<file path="config.mk">
export PLATFORM = sky130hd
export DESIGN_NAME = serial_tx_param
export DESIGN_NICKNAME = d
export VERILOG_FILES = /design/src/rtl/serial_tx_param.sv
export SDC_FILE = /design/constraint.sdc
export NUM_CORES = 1
export LEC_CHECK = 0
export CORE_UTILIZATION = 36
export DETAILED_ROUTE_END_ITERATION = 7
export GPL_TIMING_DRIVEN = 0
export PLACE_DENSITY = 0.57
export SLEW_MARGIN = 20
export SYNTH_ARGS = -nofsm -noshare
export SYNTH_HDL_FRONTEND = slang
export SYNTH_SLANG_ARGS = --single-unit
</file>
<file path="constraint.sdc">
create_clock -name Clk -period 2.6 [get_ports Clk]
set_input_delay 0.78 -clock Clk [delete_from_list [all_inputs] [get_ports Clk]]
set_output_delay 0.78 -clock Clk [all_outputs]
set_load 0.01 [all_outputs]
</file>
<file path="src/rtl/serial_tx_param.sv">
`default_nettype none
// ============================================================================
//  Module   : serial_tx_param
//  Purpose  : Parametrised serial transmitter. Takes a parallel word over a
//             Valid/Ready handshake and sends it as a frame:
//             start bit (1), DATA_W data bits, optional parity bit, then
//             STOP_BITS stop bits (0). Each bit lasts DIV clocks. A bit clock
//             for the receiver is produced alongside the data.
//  Ports    : Clk       - system clock, all logic on posedge
//             Reset     - synchronous active-high reset
//             PDin      - parallel word, sampled only on the accept cycle
//             Valid     - producer has a word on PDin
//             Ready     - transmitter can accept (transfer = Valid && Ready)
//             SDout     - serial data, idle level 0
//             SDClk     - bit clock, 0 in idle, rises mid-bit
//             Busy      - high while a frame is on the line
//             FrameDone - one-cycle pulse after the last stop bit
//  Revision : 1.0  initial release
// ============================================================================
module serial_tx_param #(
  parameter int DATA_W     = 8,
  parameter int DIV        = 4,
  parameter int PARITY_EN  = 1,
  parameter int PARITY_ODD = 0,
  parameter int STOP_BITS  = 1,
  parameter int MSB_FIRST  = 1
) (
  input  logic              Clk,
  input  logic              Reset,
  input  logic [DATA_W-1:0] PDin,
  input  logic              Valid,
  output logic              Ready,
  output logic              SDout,
  output logic              SDClk,
  output logic              Busy,
  output logic              FrameDone
);

  localparam int DIV_W = $clog2(DIV);
  // Wide enough for both DATA_W-1 and STOP_BITS-1.
  localparam int CNT_W = $clog2(DATA_W + 2);

  localparam logic [DIV_W-1:0] c_div_last  = DIV_W'(DIV - 1);
  localparam logic [DIV_W-1:0] c_div_half  = DIV_W'(DIV / 2);
  localparam logic [CNT_W-1:0] c_data_last = CNT_W'(DATA_W - 1);
  localparam logic [CNT_W-1:0] c_stop_last = CNT_W'(STOP_BITS - 1);

  typedef enum logic [2:0] {
    S_IDLE   = 3'd0,
    S_START  = 3'd1,
    S_DATA   = 3'd2,
    S_PARITY = 3'd3,
    S_STOP   = 3'd4
  } state_t;

  state_t            r_state, w_state_nxt;
  logic [DIV_W-1:0]  r_div,   w_div_nxt;
  logic [CNT_W-1:0]  r_bit,   w_bit_nxt;
  logic [DATA_W-1:0] r_shift, w_shift_nxt;
  logic              r_par,   w_par_nxt;

  logic r_ready, r_sdout, r_sdclk, r_busy, r_done;

  logic w_accept, w_bit_end, w_frame_end, w_parity;
  logic w_cur_bit_nxt, w_sdout_nxt, w_sdclk_nxt, w_busy_nxt, w_ready_nxt;

  // r_ready holds the "can accept" flag; it is masked by Reset so that the
  // port reads 0 during reset and 1 immediately once reset is released.
  assign Ready     = r_ready & ~Reset;
  assign SDout     = r_sdout;
  assign SDClk     = r_sdclk;
  assign Busy      = r_busy;
  assign FrameDone = r_done;

  assign w_accept    = Valid & Ready;
  assign w_bit_end   = (r_div == c_div_last);
  assign w_frame_end = (r_state == S_STOP) && w_bit_end && (r_bit == c_stop_last);
  assign w_parity    = (PARITY_ODD != 0) ? ~^PDin : ^PDin;

  // Next-state, counters and data path.
  always_comb begin
    w_state_nxt = r_state;
    w_div_nxt   = '0;
    w_bit_nxt   = r_bit;
    w_shift_nxt = r_shift;
    w_par_nxt   = r_par;

    if (r_state != S_IDLE) begin
      w_div_nxt = w_bit_end ? '0 : r_div + DIV_W'(1);
    end

    case (r_state)
      S_IDLE: begin
        if (w_accept) begin
          w_state_nxt = S_START;
          w_bit_nxt   = '0;
          w_shift_nxt = PDin;
          w_par_nxt   = w_parity;
        end
      end
      S_START: begin
        if (w_bit_end) begin
          w_state_nxt = S_DATA;
          w_bit_nxt   = '0;
        end
      end
      S_DATA: begin
        if (w_bit_end) begin
          // Move the next data bit into the sending position.
          w_shift_nxt = (MSB_FIRST != 0) ? (r_shift << 1) : (r_shift >> 1);
          if (r_bit == c_data_last) begin
            w_bit_nxt   = '0;
            w_state_nxt = (PARITY_EN != 0) ? S_PARITY : S_STOP;
          end else begin
            w_bit_nxt = r_bit + CNT_W'(1);
          end
        end
      end
      S_PARITY: begin
        if (w_bit_end) begin
          w_state_nxt = S_STOP;
          w_bit_nxt   = '0;
        end
      end
      S_STOP: begin
        if (w_bit_end) begin
          if (r_bit == c_stop_last) begin
            w_bit_nxt = '0;
            // Accept in the final stop cycle chains the next frame directly.
            if (w_accept) begin
              w_state_nxt = S_START;
              w_shift_nxt = PDin;
              w_par_nxt   = w_parity;
            end else begin
              w_state_nxt = S_IDLE;
            end
          end else begin
            w_bit_nxt = r_bit + CNT_W'(1);
          end
        end
      end
      default: begin
        w_state_nxt = S_IDLE;
        w_bit_nxt   = '0;
      end
    endcase
  end

  // Outputs are registered, so they are derived from the next-state values.
  always_comb begin
    w_cur_bit_nxt = (MSB_FIRST != 0) ? w_shift_nxt[DATA_W-1] : w_shift_nxt[0];
    w_sdout_nxt   = 1'b0;
    case (w_state_nxt)
      S_START:  w_sdout_nxt = 1'b1;
      S_DATA:   w_sdout_nxt = w_cur_bit_nxt;
      S_PARITY: w_sdout_nxt = w_par_nxt;
      default:  w_sdout_nxt = 1'b0;
    endcase
    w_sdclk_nxt = (w_state_nxt != S_IDLE) && (w_div_nxt >= c_div_half);
    w_busy_nxt  = (w_state_nxt != S_IDLE);
    w_ready_nxt = (w_state_nxt == S_IDLE) ||
                  ((w_state_nxt == S_STOP) && (w_div_nxt == c_div_last) &&
                   (w_bit_nxt == c_stop_last));
  end

  always_ff @(posedge Clk) begin
    if (Reset) begin
      r_state <= S_IDLE;
      r_div   <= '0;
      r_bit   <= '0;
      r_shift <= '0;
      r_par   <= 1'b0;
      r_ready <= 1'b1;
      r_sdout <= 1'b0;
      r_sdclk <= 1'b0;
      r_busy  <= 1'b0;
      r_done  <= 1'b0;
    end else begin
      r_state <= w_state_nxt;
      r_div   <= w_div_nxt;
      r_bit   <= w_bit_nxt;
      r_shift <= w_shift_nxt;
      r_par   <= w_par_nxt;
      r_ready <= w_ready_nxt;
      r_sdout <= w_sdout_nxt;
      r_sdclk <= w_sdclk_nxt;
      r_busy  <= w_busy_nxt;
      r_done  <= w_frame_end;
    end
  end

endmodule
`default_nettype wire

</file>
# After elaboration in Yosys (flattened, before gate mapping)
# Index checks and enable logic that the tools add are counted.
dict set report classes {
  n_addsub 2
  n_lt_le_gt_ge 1
  n_eq_ne 14
  n_mux 28
  n_bitwise 3
  n_reduce_logical 16
}
# cell n
set op_table {}
lappend op_table {{$mux W8} 4}
lappend op_table {{$mux W4} 6}
lappend op_table {{$pmux W8 S3} 1}
lappend op_table {{$mux W3} 7}
lappend op_table {{$pmux W4 S4} 1}
lappend op_table {{$pmux W3 S5} 1}
lappend op_table {{$eq A3 B2 Y1 const B} 4}
lappend op_table {{$reduce_bool A3 Y1} 3}
lappend op_table {{$logic_not A4 Y1} 2}
lappend op_table {{$reduce_xor A8 Y1} 1}
lappend op_table {{$eq A3 B1 Y1 const B} 2}
lappend op_table {{$eq A3 B3 Y1 const B} 2}
lappend op_table {{$logic_not A3 Y1} 2}
lappend op_table {{$logic_and A1 B1 Y1} 5}
lappend op_table {{$add A4 B1 Y4 const B} 1}
lappend op_table {{$eq A2 B2 Y1 const B} 2}
lappend op_table {{$eq A4 B3 Y1 const B} 1}
lappend op_table {{$mux W1} 4}
lappend op_table {{$mux W2} 2}
lappend op_table {{$ne A2 B2 Y1 const B} 2}
lappend op_table {{$reduce_and A4 Y1} 1}
lappend op_table {{$pmux W1 S3} 1}
lappend op_table {{$add A2 B1 Y2 const B} 1}
lappend op_table {{$and A1 B1 Y1} 2}
lappend op_table {{6 further kinds} 6}
dict set report totals {
  register_bits 23
  inputBits 11
  output_inout_bits 5
  wordCells 75
}

# Longest topological paths before layout
# Gate-level depths: netlist (run 1).
dict set report logic_depth {
  depth_word 11
  depth_mapped 8
  depth_no_buf 7
}

# Worst setup path before layout (run 1)
# Ideal clock, no wire load.
dict set report synth_timing {
  path_type {input -> output}
  start {input port Reset}
  end {output port Ready}
  arrival_ns 1.161
  required_time_ns 1.820
  slack_ns 0.659
  stages 2
  n_path_buf 1
  cell_sequence {clkbuf_1 > nor2b_1}
}
dict set report synth_between {
  elab_chain_cells 2
}
# element line
set synth_rtl {}
lappend synth_rtl {{from (decl)} 29} ;# input logic Reset,
lappend synth_rtl {{$not A1 Y1} 69} ;# assign Ready = r_ready & ~Reset;
lappend synth_rtl {{$and A1 B1 Y1} 69}
lappend synth_rtl {{to (decl)} 32} ;# output logic Ready,
# Every way passes these cells.

# Final worst setup path (run 1)
# Same ends and word-level chain as after synthesis.

==> summary.txt, run 1 <==
Outcome
  – Status: complete, but fails checks
  – Failing checks: DRC

Global route
  – First-pass GRT wire length: 5120 um
  – Total grt overflow: 0
  – Vias in the first global route: 1,072
  – Antenna violations before repair: 0
  – Largest net degree at the start of global routing: 15
  – Total track usage: 18.4%

STA
  – Actual slew at the worst max-slew pin: 0.529 ns
  – Setup-failing EPs final: 0
  – Final setup TNS: 0 ns
  – Final Hold Viols: 0
  – Fmax: 0.413 GHz
  – RSZ-0062 raised after global routing: no
  – Fin crit period: 2.42 ns
  – Pins over their slew limit: 0
  – Max Clock Skew: 0.00341 ns
  – Final Cycle Share: 93.1%
  – Slew Limit Headroom: 64.7%

Finish
  – Layout cells sized above 1: 11.5%
  – Most frequent cells in the layout: dfxtp_1, nor2_1, clkdlybuf4s50_1
  – Area grow syn2layout: 19.0%
  – Fillers: 337
  – Total area of sequential cells: 460 um^2
  – Non-filler cells, final: 203
  – Multi-input gate area: 758 um^2
  – Fin nets: 172
  – Commonest non-fill, non-tap cell in the layout: dfxtp_1
  – # diodes: 0

Routing
  – TritonRoute pass-1 iters: 8
  – Wire per inst: 15.2 um
  – DR DRC count: 2
  – Vias: 1,168
  – Avg Vias per Cell: 5.75
  – Routed wire length: 3080 um
  – Routed Antenna Nets: 0
  – Drt first-iter violations: 102

Die
  – Die width: 61.9 um
  – Initial core utilization: 38.2%
  – Core box area: 0.00339 mm^2
  – Io pins: 16
  – FP Rows: 21
  – Die ar.: 0.00384 mm^2
  – Die Y: 61.9 um

Setup path
  – Worst r2r dst: r_ready
  – CP max FO: 10
  – Startpoint types: primary input
  – Worst EP required: 1.82 ns
  – Worst reg2reg setup slack: 0.56 ns
  – CP Capture Type: output port
  – RR Startpoint: r_bit[0]
  – Critical path type: primary input to output port
  – Critical path data arrival time: 1.64 ns
  – R2r worst-path depth: 7

Synth
  – YS warnings: 0
  – Post-synthesis register bit count: 23
  – Post-synth top area cell: dfxtp_1
  – Sequential fraction of the synthesis area: 35.6%
  – Mapped Area: 0.00129 mm^2
  – Post-synth EDFFs: 0
  – Async SR Flop Fraction: 0%
  – Unique masters post-synth: 48
  – Syn Inst Count: 138
  – Synth area leaders: dfxtp_1, xnor2_1, a222oi_1, nor2_1, ha_1
  – Synth top area share: 35.6%
  – Syn_nets: 152
  – Avg Inst Size Synth: 9.37 um^2
  – Top_reg_cell synth: dfxtp_1

Min path
  – Hold WC Path Type: flop to flop
  – Hold_sp: r_div[0]
  – Worst Hold Depth: 1
  – Hold Crit Endpoint: r_div[0]

Clock network
  – Post-CTS Hold Buffers: 0
  – H-tree depth: 1
  – Clk_lat worst skew: 0.32 ns
  – Worst-path clk slew: 0.13 ns
  – Cts bufs inserted: 3
  – TritonCTS clock tree: done
  – Clk root buf: clkbuf_4
  – CTS Sinks: 23
  – CTS max path bufs: 2
  – Gates resized, CTS repair: 5
  – # Post-CTS Setup Buffers: 0

Placed design
  – Detail Placement HPWL: 2230 um
  – DP Cell Count: 199
  – Port bufs: 15
  – Gpl congestion: 0.844

Flow run
  – Max_cap viols: 0

Pwr
  – Maximum vdd drop: 0.000151 V
  – PD cells: 429 mW/mm^2
  – Static Leakage: 0.000539 uW
## layout make-up
class,count,area share [%]
plain buffers,8,4.55
clock buffers,3,1.46
clock inverters,1,0.488
inverters,4,0.976
multi-input cells,103,49.3
flip-flops and latches,23,29.9
well taps,46,3.74
repair buffers,15,9.59
## cell families (layout without fill, tap and decap cells)
| kind of cell | count (synthesis) | after routing | share of synthesized area, % |
|---|---|---|---|
| AND/OR/NAND/NOR | 55 | 55 | 26.0 |
| AO/OA/AOI/OAI | 37 | 37 | 24.3 |
| flip-flops | 23 | 23 | 35.6 |
| buffers and inverters | 12 | 31 | 5.80 |
| XOR/XNOR | 8 | 8 | 5.42 |
| adder cells (fa/ha/maj) | 3 | 3 | 2.90 |
## synth_stat cells (2+ instances only)
master    instances
a211o_1           4
a211oi_1          2
a21oi_1           3
a222oi_1          6
a31oi_1           2
and3b_1           3
buf_4             2
buf_6             3
clkbuf_1          3
dfxtp_1          23
ha_1              3
inv_1             3
nand2_1           8
nand2b_1          3
nor2_1           15
nor2b_1           4
nor3_1            4
nor3b_1           2
nor4_1            3
nor4b_1           2
o21a_1            3
o21ai_0           3
or2_1             2
xnor2_1           8
## where the power goes
part | internal [uW] | switching, uW
combinational | 56.6 | 54.0
sequential | 366 | 8.98
clock | 58.8 | 116
total | 481 | 179
## routing by layer
| metal | share of wire (%) | GRT usage (%) | up-vias |
|---|---|---|---|
| met1 | 49 | 26.5 | 563 |
| li1 | - | - | 561 |
| met5 | 0 | 0 | - |
| met3 | 5.2 | 2.48 | 6 |
| met2 | 44 | 28.0 | 38 |
| met4 | 1.8 | 6.67 | 0 |
## metrics by stage
| step | worst slack, ns | util, % | power (uW) | hold WS [ns] | area, um^2 |
|---|---|---|---|---|---|
| 2_1_floorplan | 0.659 | - | 449 | 0.422 | 1290 |
| 3_3_place_gp | -0.600 | 44.3 | 491 | 0.437 | 1500 |
| 3_5_place_dp | -0.591 | 44.3 | 492 | 0.451 | 1500 |
| 4_1_cts | 0.167 | 45.4 | 666 | 0.471 | 1540 |
| 5_1_grt | 0.116 | 45.4 | 697 | 0.517 | 1540 |
| 6_report | 0.179 | 45.4 | 660 | 0.467 | 1540 |
## registers in the layout, summed over array words and instances, names as in the netlist
signal     flops
r_state        3
FrameDone      1
SDout          1
Busy           1
r_par          1
r_shift        8
r_bit          4
r_div          2
r_ready        1
SDClk          1
## worst max path at each step
stage | from | end | slack [ns] | depth (start not counted)
after floorplan | Reset | Ready | 0.66 | 2
after global placement | Reset | Ready | -0.60 | 4
after detailed placement | Reset | Ready | -0.59 | 4
after CTS | Reset | Ready | 0.17 | 4
after global routing | Reset | Ready | 0.12 | 4
final | Reset | Ready | 0.18 | 4
## critical path, stage by stage
cell	delay, ns
dlygate4sd2_1	0.30
clkbuf_8	0.19
nor2b_1	0.10
dlygate4sd2_1	0.27
Note: power is estimated with default switching activity, not from simulation.
==> run 2: changes to the inputs <==
--- a/config.mk
+++ b/config.mk
@@ -9,7 +9,6 @@
 export DETAILED_ROUTE_END_ITERATION = 7
 export GPL_TIMING_DRIVEN = 0
 export PLACE_DENSITY = 0.57
-export SLEW_MARGIN = 20
 export SYNTH_ARGS = -nofsm -noshare
 export SYNTH_HDL_FRONTEND = slang
 export SYNTH_SLANG_ARGS = --single-unit
==> results of run 2 <==
The final DEF is identical to that of run 1; final timing and power are the same.
==> run 3: changes to the inputs <==
--- a/config.mk
+++ b/config.mk
@@ -5,10 +5,10 @@
 export SDC_FILE = /design/constraint.sdc
 export NUM_CORES = 1
 export LEC_CHECK = 0
-export CORE_UTILIZATION = 36
+export CORE_UTILIZATION = 45
 export DETAILED_ROUTE_END_ITERATION = 7
 export GPL_TIMING_DRIVEN = 0
-export PLACE_DENSITY = 0.57
+export PLACE_DENSITY = 0.68
 export SYNTH_ARGS = -nofsm -noshare
 export SYNTH_HDL_FRONTEND = slang
 export SYNTH_SLANG_ARGS = --single-unit
==> run 3 against run 2 <==
The run now ends clean. Setup slack better by 0.011 ns. Critical path depth unchanged. Clock-buffer cell count unchanged. Fmax is 0.47% higher. Clock skew increased by 0.0022 ns. Sequential power about the same. Register-to-register slack improved by 0.05 ns. Critical endpoint unchanged. Global-route usage rose by 1.9 points. Wire length fell by 5.5%. Largest power group unchanged. Sequential share of layout area increased by 0.42 points. Combinational power barely moved. Worst hold slack got worse by 0.0055 ns.
==> summary.txt, run 3 (synthesis results as in run 1) <==
Outcome
  – Status: finished, final reports clean

Min path
  – Hold WC Path Type: flop to flop
  – Worst Hold Depth: 1

Clock network
  – CTS max path bufs: 2
  – H-tree depth: 1
  – TritonCTS clock tree: done
  – Clk_lat worst skew: 0.31 ns
  – CTS Sinks: 23
  – Cts bufs inserted: 3
  – Worst-path clk slew: 0.13 ns
  – Clk root buf: clkbuf_4

Die
  – FP Rows: 19
  – Core box area: 0.00273 mm^2
  – Die ar.: 0.00309 mm^2
  – Io pins: 16
  – Die width: 55.6 um
  – Die Y: 55.6 um
  – Initial core utilization: 47.3%

Routing
  – Avg Vias per Cell: 6.19
  – Wire per inst: 15.5 um
  – Routed wire length: 2910 um
  – Routed Antenna Nets: 0
  – TritonRoute pass-1 iters: 6
  – Drt first-iter violations: 73
  – Vias: 1,164
  – DR DRC count: 0

STA
  – Actual slew at the worst max-slew pin: 0.575 ns
  – Final setup TNS: 0 ns
  – Final Cycle Share: 92.7%
  – Final WS setup: 0.190 ns
  – Slew Limit Headroom: 61.3%
  – RSZ-0062 raised after global routing: no
  – Max Clock Skew: 0.00561 ns
  – Fmax: 0.415 GHz
  – Final Hold Viols: 0
  – Pins over their slew limit: 0
  – Fin crit period: 2.41 ns
  – Setup-failing EPs final: 0

Pwr
  – Static Leakage: 0.000542 uW
  – Maximum vdd drop: 0.000444 V
  – Total power: 650 uW
  – PD cells: 428 mW/mm^2

Placed design
  – Pre-CTS setup slack: -0.543 ns
  – Detail Placement HPWL: 2160 um
  – DP Cell Count: 184
  – Gpl congestion: 0.884
  – Port bufs: 15

Finish
  – Most frequent cells in the layout: dfxtp_1, nor2_1, clkdlybuf4s50_1
  – Layout cells sized above 1: 11.5%
  – Commonest non-fill, non-tap cell in the layout: dfxtp_1
  – Fin nets: 172
  – Area grow syn2layout: 17.3%
  – Fillers: 246
  – Layout Utilization: 55.5%
  – Number of flip-flops in the largest register: 8
  – Top reg by flops: r_shift
  – Non-filler cells, final: 188
  – Largest registers: r_shift: 8 flops, r_bit: 4 flops, r_state: 3 flops
  – # diodes: 0

Global route
  – Total track usage: 20.3%
  – Total grt overflow: 0
  – Antenna violations before repair: 0
  – First-pass GRT wire length: 4980 um
  – Largest net degree at the start of global routing: 14
  – Vias in the first global route: 1,118

Setup path
  – R2r worst-path depth: 7
  – CP max FO: 10
  – CP Capture Type: output port
  – Critical path data arrival time: 1.63 ns
  – Worst EP required: 1.82 ns
  – Startpoint types: primary input
  – Critical path type: primary input to output port

Flow run
  – Max_cap viols: 0
-- run 3: changes by cell type in the layout (fill, tap and decap cells not counted) --
cell / before / now
clkinv_2: 0 / 1
clkinvlp_4: 1 / 0
-- run 3: repair_timing --
| item | CTS | global route |
|---|---|---|
| hold endpoints to repair | 0 | 0 |
| gates resized for setup | 5 | 0 |
| setup endpoints to repair | 1 | 0 |
| hold buffers | 0 | 0 |
| buffers inserted | 0 | 0 |
-- run 3: where the power goes --
group	internal, uW	leakage (uW)	switching (uW)
Sequential	366	0.000187	8.75
Combinational	56.6	0.000338	53.9
Clock	57.5	0.0000177	107
Total	480	0.000542	170
-- run 3: worst paths after layout --
kind | startpoint | end | slack (ns)
min reg2reg | r_div[0] | r_div[0] | 0.46
max | Reset | Ready | 0.19
max reg2reg | r_bit[0] | r_ready | 0.61
min | r_div[0] | r_div[0] | 0.46
-- run 3: metrics by stage --
stage	hold slack, ns	area, um^2
2_1_floorplan	0.422	1290
3_3_place_gp	0.447	1480
3_5_place_dp	0.445	1480
4_1_cts	0.466	1520
5_1_grt	0.486	1520
6_report	0.462	1520
-- run 3: cell type report --
class	instances	area, um^2	area share (%)
multi-input cells	103	758	50.0
flip-flops and latches	23	460	30.3
clock inverters	1	5.00	0.330
plain buffers	8	70.1	4.62
inverters	4	15.0	0.989
well taps	31	38.8	2.56
repair buffers	15	148	9.73
clock buffers	3	22.5	1.48
-- run 3: per-layer routing --
layer,global-route usage (%),up-vias,share of wire (%)
li1,-,561,-
met1,28.1,540,45
met2,32.4,61,45
met3,5.12,2,8.7
met4,3.57,0,0.58
met5,0,-,0
-- run 3: worst max-delay path, cell delays in order --
cell and delay (ns):
dlygate4sd2_1 0.29, clkbuf_8 0.19, nor2b_1 0.10, dlygate4sd2_1 0.26
